===== src/rtl/cpu_controller.sv =====
// cpu_controller: instruction register, decoder and Moore control FSM for a
// simple 16-bit datapath. The IR is captured only while idle. The FSM then
// sequences the instruction through operand fetch, execute and write-back.
// All control outputs are registered. The output word for the state being
// entered is computed from the next state and registered together with the
// state, so the outputs always match the current state.
module cpu_controller #(
  parameter int IW = 16
) (
  input  logic          clk,
  input  logic          reset,
  input  logic          s,
  input  logic          load,
  input  logic [IW-1:0] in,
  output logic          w,
  output logic          halted,
  output logic [2:0]    readnum,
  output logic [2:0]    writenum,
  output logic          write,
  output logic [3:0]    vsel,
  output logic          loada,
  output logic          loadb,
  output logic          loadc,
  output logic          loads,
  output logic          asel,
  output logic          bsel,
  output logic [1:0]    shift,
  output logic [1:0]    ALUop,
  output logic [IW-1:0] sximm8,
  output logic [IW-1:0] sximm5
);

  typedef enum logic [2:0] {
    S_WAIT      = 3'd0,
    S_DECODE    = 3'd1,
    S_WRITE_IMM = 3'd2,
    S_GET_A     = 3'd3,
    S_GET_B     = 3'd4,
    S_EXEC      = 3'd5,
    S_WRITE_REG = 3'd6,
    S_HALT      = 3'd7
  } state_t;

  // Instruction classes produced by the decoder
  localparam logic [2:0] C_NOP  = 3'd0;
  localparam logic [2:0] C_MOVI = 3'd1;
  localparam logic [2:0] C_MOVR = 3'd2;
  localparam logic [2:0] C_ALU  = 3'd3;
  localparam logic [2:0] C_HALT = 3'd4;

  typedef struct packed {
    logic       w;
    logic       halted;
    logic [2:0] readnum;
    logic [2:0] writenum;
    logic       write;
    logic [3:0] vsel;
    logic       loada;
    logic       loadb;
    logic       loadc;
    logic       loads;
    logic       asel;
    logic       bsel;
    logic [1:0] shift;
    logic [1:0] aluop;
  } ctrl_t;

  state_t          state_r;
  state_t          state_nx_s;
  ctrl_t           ctrl_r;
  ctrl_t           ctrl_nx_s;
  logic [IW-1:0]   ir_r;

  // Classify an instruction word; unrecognised encodings fall through to NOP
  function automatic logic [2:0] decode_class(input logic [IW-1:0] ir);
    logic [2:0] cls;
    if (ir[15:13] == 3'b110 && ir[12:11] == 2'b10) begin
      cls = C_MOVI;
    end else if (ir[15:13] == 3'b110 && ir[12:11] == 2'b00) begin
      cls = C_MOVR;
    end else if (ir[15:13] == 3'b101) begin
      cls = C_ALU;
    end else if (ir[15:13] == 3'b111 && ir[12:11] == 2'b00) begin
      cls = C_HALT;
    end else begin
      cls = C_NOP;
    end
    return cls;
  endfunction

  // Moore output word for a given state; unlisted outputs are 0, vsel selects C
  function automatic ctrl_t ctrl_for(input state_t st, input logic [IW-1:0] ir);
    ctrl_t c;
    c      = '0;
    c.vsel = 4'b0001;
    case (st)
      S_WAIT: begin
        c.w = 1'b1;
      end
      S_DECODE: begin
        c.w = 1'b0;
      end
      S_WRITE_IMM: begin
        c.readnum  = ir[10:8];
        c.writenum = ir[10:8];
        c.vsel     = 4'b0100;
        c.write    = 1'b1;
      end
      S_GET_A: begin
        c.readnum = ir[10:8];
        c.loada   = 1'b1;
      end
      S_GET_B: begin
        c.readnum = ir[2:0];
        c.loadb   = 1'b1;
      end
      S_EXEC: begin
        c.shift = ir[4:3];
        c.bsel  = 1'b0;
        if (ir[15:13] == 3'b110) begin
          // MOV reg: pass the shifted B through the adder with A forced to zero
          c.asel  = 1'b1;
          c.aluop = 2'b00;
          c.loadc = 1'b1;
        end else if (ir[12:11] == 2'b01) begin
          // CMP only updates status, never C
          c.aluop = 2'b01;
          c.loads = 1'b1;
        end else begin
          c.aluop = ir[12:11];
          c.loadc = 1'b1;
        end
      end
      S_WRITE_REG: begin
        c.writenum = ir[7:5];
        c.write    = 1'b1;
      end
      S_HALT: begin
        c.halted = 1'b1;
      end
      default: begin
        c.w = 1'b1;
      end
    endcase
    return c;
  endfunction

  // Immediates are combinational views of the IR
  assign sximm8 = {{(IW-8){ir_r[7]}}, ir_r[7:0]};
  assign sximm5 = {{(IW-5){ir_r[4]}}, ir_r[4:0]};

  // Capture the instruction only while idle; loads in any other state are dropped
  always_ff @(posedge clk or negedge reset) begin
    if (!reset) begin
      ir_r <= {IW{1'b0}};
    end else if (load && state_r == S_WAIT) begin
      ir_r <= in;
    end else begin
      ir_r <= ir_r;
    end
  end

  // Next-state logic of the control sequencer
  always_comb begin
    state_nx_s = state_r;
    case (state_r)
      S_WAIT: begin
        if (s) begin
          state_nx_s = S_DECODE;
        end else begin
          state_nx_s = S_WAIT;
        end
      end
      S_DECODE: begin
        case (decode_class(ir_r))
          C_MOVI:  state_nx_s = S_WRITE_IMM;
          C_MOVR:  state_nx_s = S_GET_B;
          C_ALU:   state_nx_s = S_GET_A;
          C_HALT:  state_nx_s = S_HALT;
          default: state_nx_s = S_WAIT;
        endcase
      end
      S_WRITE_IMM: state_nx_s = S_WAIT;
      S_GET_A:     state_nx_s = S_GET_B;
      S_GET_B:     state_nx_s = S_EXEC;
      S_EXEC: begin
        if (ir_r[15:13] == 3'b101 && ir_r[12:11] == 2'b01) begin
          state_nx_s = S_WAIT;
        end else begin
          state_nx_s = S_WRITE_REG;
        end
      end
      S_WRITE_REG: state_nx_s = S_WAIT;
      S_HALT:      state_nx_s = S_HALT;
      default:     state_nx_s = S_WAIT;
    endcase
  end

  // Output word for the state about to be entered
  always_comb begin
    ctrl_nx_s = ctrl_for(state_nx_s, ir_r);
  end

  // State and control outputs advance together; reset aborts to idle at once
  always_ff @(posedge clk or negedge reset) begin
    if (!reset) begin
      state_r <= S_WAIT;
      ctrl_r  <= ctrl_for(S_WAIT, {IW{1'b0}});
    end else begin
      state_r <= state_nx_s;
      ctrl_r  <= ctrl_nx_s;
    end
  end

  assign w        = ctrl_r.w;
  assign halted   = ctrl_r.halted;
  assign readnum  = ctrl_r.readnum;
  assign writenum = ctrl_r.writenum;
  assign write    = ctrl_r.write;
  assign vsel     = ctrl_r.vsel;
  assign loada    = ctrl_r.loada;
  assign loadb    = ctrl_r.loadb;
  assign loadc    = ctrl_r.loadc;
  assign loads    = ctrl_r.loads;
  assign asel     = ctrl_r.asel;
  assign bsel     = ctrl_r.bsel;
  assign shift    = ctrl_r.shift;
  assign ALUop    = ctrl_r.aluop;

endmodule

===== config.mk =====
export PLATFORM = sky130hd
export DESIGN_NAME = cpu_controller
export DESIGN_NICKNAME = d
export VERILOG_FILES = /design/src/rtl/cpu_controller.sv
export SDC_FILE = /design/constraint.sdc
export NUM_CORES = 1
export LEC_CHECK = 0
export ABC_CLOCK_PERIOD_IN_PS = 2100
export BUFFER_PORTS_ARGS = -buffer_cell sky130_fd_sc_hd__buf_2
export CAP_MARGIN = 20
export CORE_MARGIN = 2
export CORE_UTILIZATION = 48
export DETAILED_ROUTE_END_ITERATION = 10
export GPL_ROUTABILITY_DRIVEN = 0
export GPL_TIMING_DRIVEN = 1
export PLACE_DENSITY = 0.79
export SLEW_MARGIN = 20
export SYNTH_ARGS = -nofsm -noshare
export SYNTH_HDL_FRONTEND = slang
export SYNTH_SLANG_ARGS = --single-unit

===== constraint.sdc =====
create_clock -name clk -period 2.1 [get_ports clk]
set_input_delay 0.42 -clock clk [delete_from_list [all_inputs] [get_ports clk]]
set_output_delay 0.42 -clock clk [all_outputs]
set_load 0.05 [all_outputs]

Word level (Yosys, flattened, before mapping)
Index checks and enable logic that the tools add are counted.
Storage, ports and cells
  logic and storage cells: 72
  output and inout bits: 55
  bits of input ports: 20
  flip-flop bits (word level): 42
  bits in latches: 0
  memory bits (writable): 0
  ROM bits: 0
  memories: 0
Cells by class
  div/mod/pow operators: 0
  $mul: 0
  shift-type cells: 0
  eq/ne operators: 22
  muxes and demuxes: 24
  reduce and logical (&&, ||, !) cells: 10
  bitwise operators: 0
  $lt $le $gt $ge: 0
  add/subtract/negate cells: 0
Operator list (count)
  $eq A3 B3 Y1 const B: 12
  $mux W3: 7
  $pmux W3 S7: 1
  $eq A3 B2 Y1 const B: 6
  $pmux W3 S4: 1
  $mux W1: 10
  $mux W8: 1
  $pmux W4 S2: 1
  $eq A3 B1 Y1 const B: 2
  $logic_not A3 Y1: 2
  $pmux W3 S2: 1
  $logic_and A1 B1 Y1: 5
  $mux W2: 2
  $reduce_or A2 Y1: 2
  $eq A2 B1 Y1 const B: 1
  $eq A2 B2 Y1 const B: 1
  $logic_not A2 Y1: 1

Depth between registers and ports, before layout
  depth in word-level cells: 13
  gate-level depth with buffers: 6
  depth with buffers taken out: 4

Worst setup path before layout
OpenSTA, ideal clock, no wires.
  path type: register -> register
  from: register state_r[2]
  to: register ir_r[10]
  data required time: 1.973 ns
  path buffers: 2
  cell stages (with the launch flop): 5
  period minus slack after synthesis: 1.578 ns
  library setup time: 0.127 ns
  arrival time: 1.450 ns
  path slack: 0.522 ns
  cells stage by stage: dfrtp_1 > buf_4 > nor4b_4 > buf_6 > mux2_1
Between the ends
  cells in the longest elaborated chain, start to end: 2
RTL lines
  start, declared: line 68  | state_t state_r;
  start signal, assigned: line 210  | state_r <= state_nx_s;
  $logic_not A3 Y1: line 156  | end else if (load && state_r == S_WAIT) begin
  $logic_and A1 B1 Y1: line 156
  end signal, assigned: line 155  | ir_r <= {IW{1'b0}};
  end signal, assigned: line 157  | ir_r <= in;
  end signal, assigned: line 159  | ir_r <= ir_r;
  end, declared: line 72  | logic [IW-1:0] ir_r;
No other way between the ends.
A chain may end at the register's enable or synchronous reset.

==> results.cfg <==
[clocking]
cts_resized = 0
cts_buffer_depth = 2
cts_root_buf = clkbuf_8
cts-buffers-inserted = 5
cts_tree = done
htree_levels = 2
postCtsSetupBuffers = 0
hold_buffers = 0
clock_latency_ps = 300
clock_sinks = 39
path_clk_slew_ps = 80

[worst_setup_path]
cp-endpoint = w
r2r_cells = 5
crit_chain = nor3b_1 -> buf_4 -> nor2_1 -> a211oi_2 -> a211oi_2
cp_max_fo = 18
crit_path_frequent_cell = a211oi_2
r2r_end = w
timing.reg2reg.setup_slack_ps = 250
slowest_delay_ps = 720
worstSetupStartpointType = register
critPathKind = reg -> reg
startpoint = state_r[2]
end_kind = register
worst_path_max_delay_cell = dfrtp_1
r2r-start = state_r[2]
cp_data_required_time_ps = 2300
critPathArrivalTime_ps = 2050

[job]
max-cap-violations = 0

[logic_synthesis]
synth-edff-count = 0
synthFlopType = dfrtp_1
synth_cells = 166
seq_area_frac_synth_pct = 50.42
syn_area_per_cell_um2 = 11.69
ys_ff_latch = 39
synth_cell_types = 38
synth_area_um2 = 1941
async_reset_ff_share_pct = 100.0
synth_warnings = 0

[floorplanning]
die_w_um = 67.59
start_util_pct = 49.22
core_um2 = 3943
die_height_um = 67.59
die_area_um2 = 4568
fp-row-count = 23
io_pins = 75

[cells_and_area]
num-fill-cells = 338
mostFrequentLayoutCells = 71 x buf_2, 37 x dfrtp_1, 8 x mux2_2
layout-drive-gt1-share_pct = 48.08
n_antenna_cell = 0
area_growth_pct = 12.70
multi_input_area_um2 = 653.1
final_nets = 227
final_cells = 258
seq_area_um2 = 978.4
final_common_cell = buf_2

[routing]
first_pass_iters = 4
dr.first_iter.drc_count = 75
postRouteAntennaNets = 0
wirelength_um = 3448
wl_per_cell_um = 13.36
vias = 1298
drc_errors = 0
routed_via_density = 5.031

[sta]
drv_slew = 0
tns_ps = 0
hold_viol = 0
fin_crit_sh_pct = 88.28
worst_clock_skew_ps = 8.142
min_period_ps = 1854
holdWs_ps = 216.9
max_freq_ghz = 0.5394
slew_headroom_pct = 45.64
worst_slew_pin_slew_ps = 815.4
setup_viol = 0
grt_setup_unrepaired = false

[placed_design]
post-place-cells = 250
hpwl_um = 2481
io_buffer_count = 71

[global_routing]
antenna_found_initial = 0
grt_overflow = 0
track_usage_pct = 16.47
grt_max_degree = 40
grt_pass1_vias = 1092
grt_pass1_wl_um = 5299

[min_path]
min_path_type = in -> async

[run_status]
outcome = completed
-- cells by family (layout without fill, tap and decap cells) --
group / count (synthesis) / after routing / share of synthesized area [%]
compound gates: 18 / 18 / 8.445
buf+inv: 45 / 85 / 16.31
flops: 39 / 39 / 50.42
mux: 17 / 17 / 9.671
other cells: 1 / 3 / 0.1932
simple gates: 46 / 46 / 14.96
-- worst min path at each step --
stage / end / depth (start not counted)
global route: readnum[0] / 1
global placement: ir_r[9] / 1
detailed placement: ir_r[9] / 1
CTS: ALUop[0] / 1
floorplan: ALUop[0] / 0
finish: ALUop[0] / 1
-- metal layers --
layer	vias to the layer above	track usage (%)	wire (um)
met5	-	0	0
met2	55	25.00	1665
met3	8	4.000	256
met1	616	21.83	1461
li1	619	-	-
met4	0	8.418	65
-- layout make-up --
class                           count  area share [%]
Clock buffer                        7           4.405
Clock inverter                      1          0.3432
Inverter                            3          0.5149
Tap cell                           50           2.860
Timing Repair Buffer               74           17.28
Sequential cell                    39           44.74
Multi-Input combinational cell     84           29.86
-- synth_stat cells (2+ instances only) --
cell / count / area share [%]
a211oi_2: 2 / 1.3
a21oi_1: 2 / 0.52
a22o_1: 3 / 1.4
a31oi_1: 2 / 0.64
and2_1: 5 / 1.6
and3_1: 2 / 0.64
buf_2: 4 / 1.0
buf_4: 36 / 14
dfrtp_1: 37 / 48
dfstp_2: 2 / 2.7
inv_1: 3 / 0.58
mux2_1: 6 / 3.5
mux2_2: 8 / 4.6
mux2i_1: 3 / 1.5
nand2_1: 7 / 1.4
nand3_1: 3 / 0.77
nand4_1: 6 / 1.9
nand4b_1: 2 / 0.90
nor2_1: 7 / 1.4
nor2b_1: 3 / 0.97
nor3_1: 3 / 0.77
nor3b_1: 2 / 0.77
o21ai_0: 3 / 0.77
-- critical path: cells and delay by family, from the launching register on --
family	cells	cell delay (ps)
AO/OA/AOI/OAI	2	290
buffers and inverters	1	200
flip-flops	1	720
AND/OR/NAND/NOR	2	530
-- stage by stage --
step                      utilization, %  worst slack, ps  cell area [um^2]
after floorplan                        -            522.4              1948
after global placement             52.84            383.8              2083
after detailed placement           52.84            319.1              2083
after CTS                          55.47            242.8              2187
after global routing               55.47            72.74              2187
final                              55.47            246.1              2187
-- state kept, by name, summed over array words and instances, names as in the netlist --
register,count
writenum,3
w,1
asel,1
readnum,3
shift,2
ir_r,16
loadc,1
write,1
loada,1
state_r,3
loads,1
loadb,1
halted,1
ALUop,2
vsel,2
Power is not shown: default switching activity piles up to over one toggle a cycle in this logic, so the estimate is an artifact.
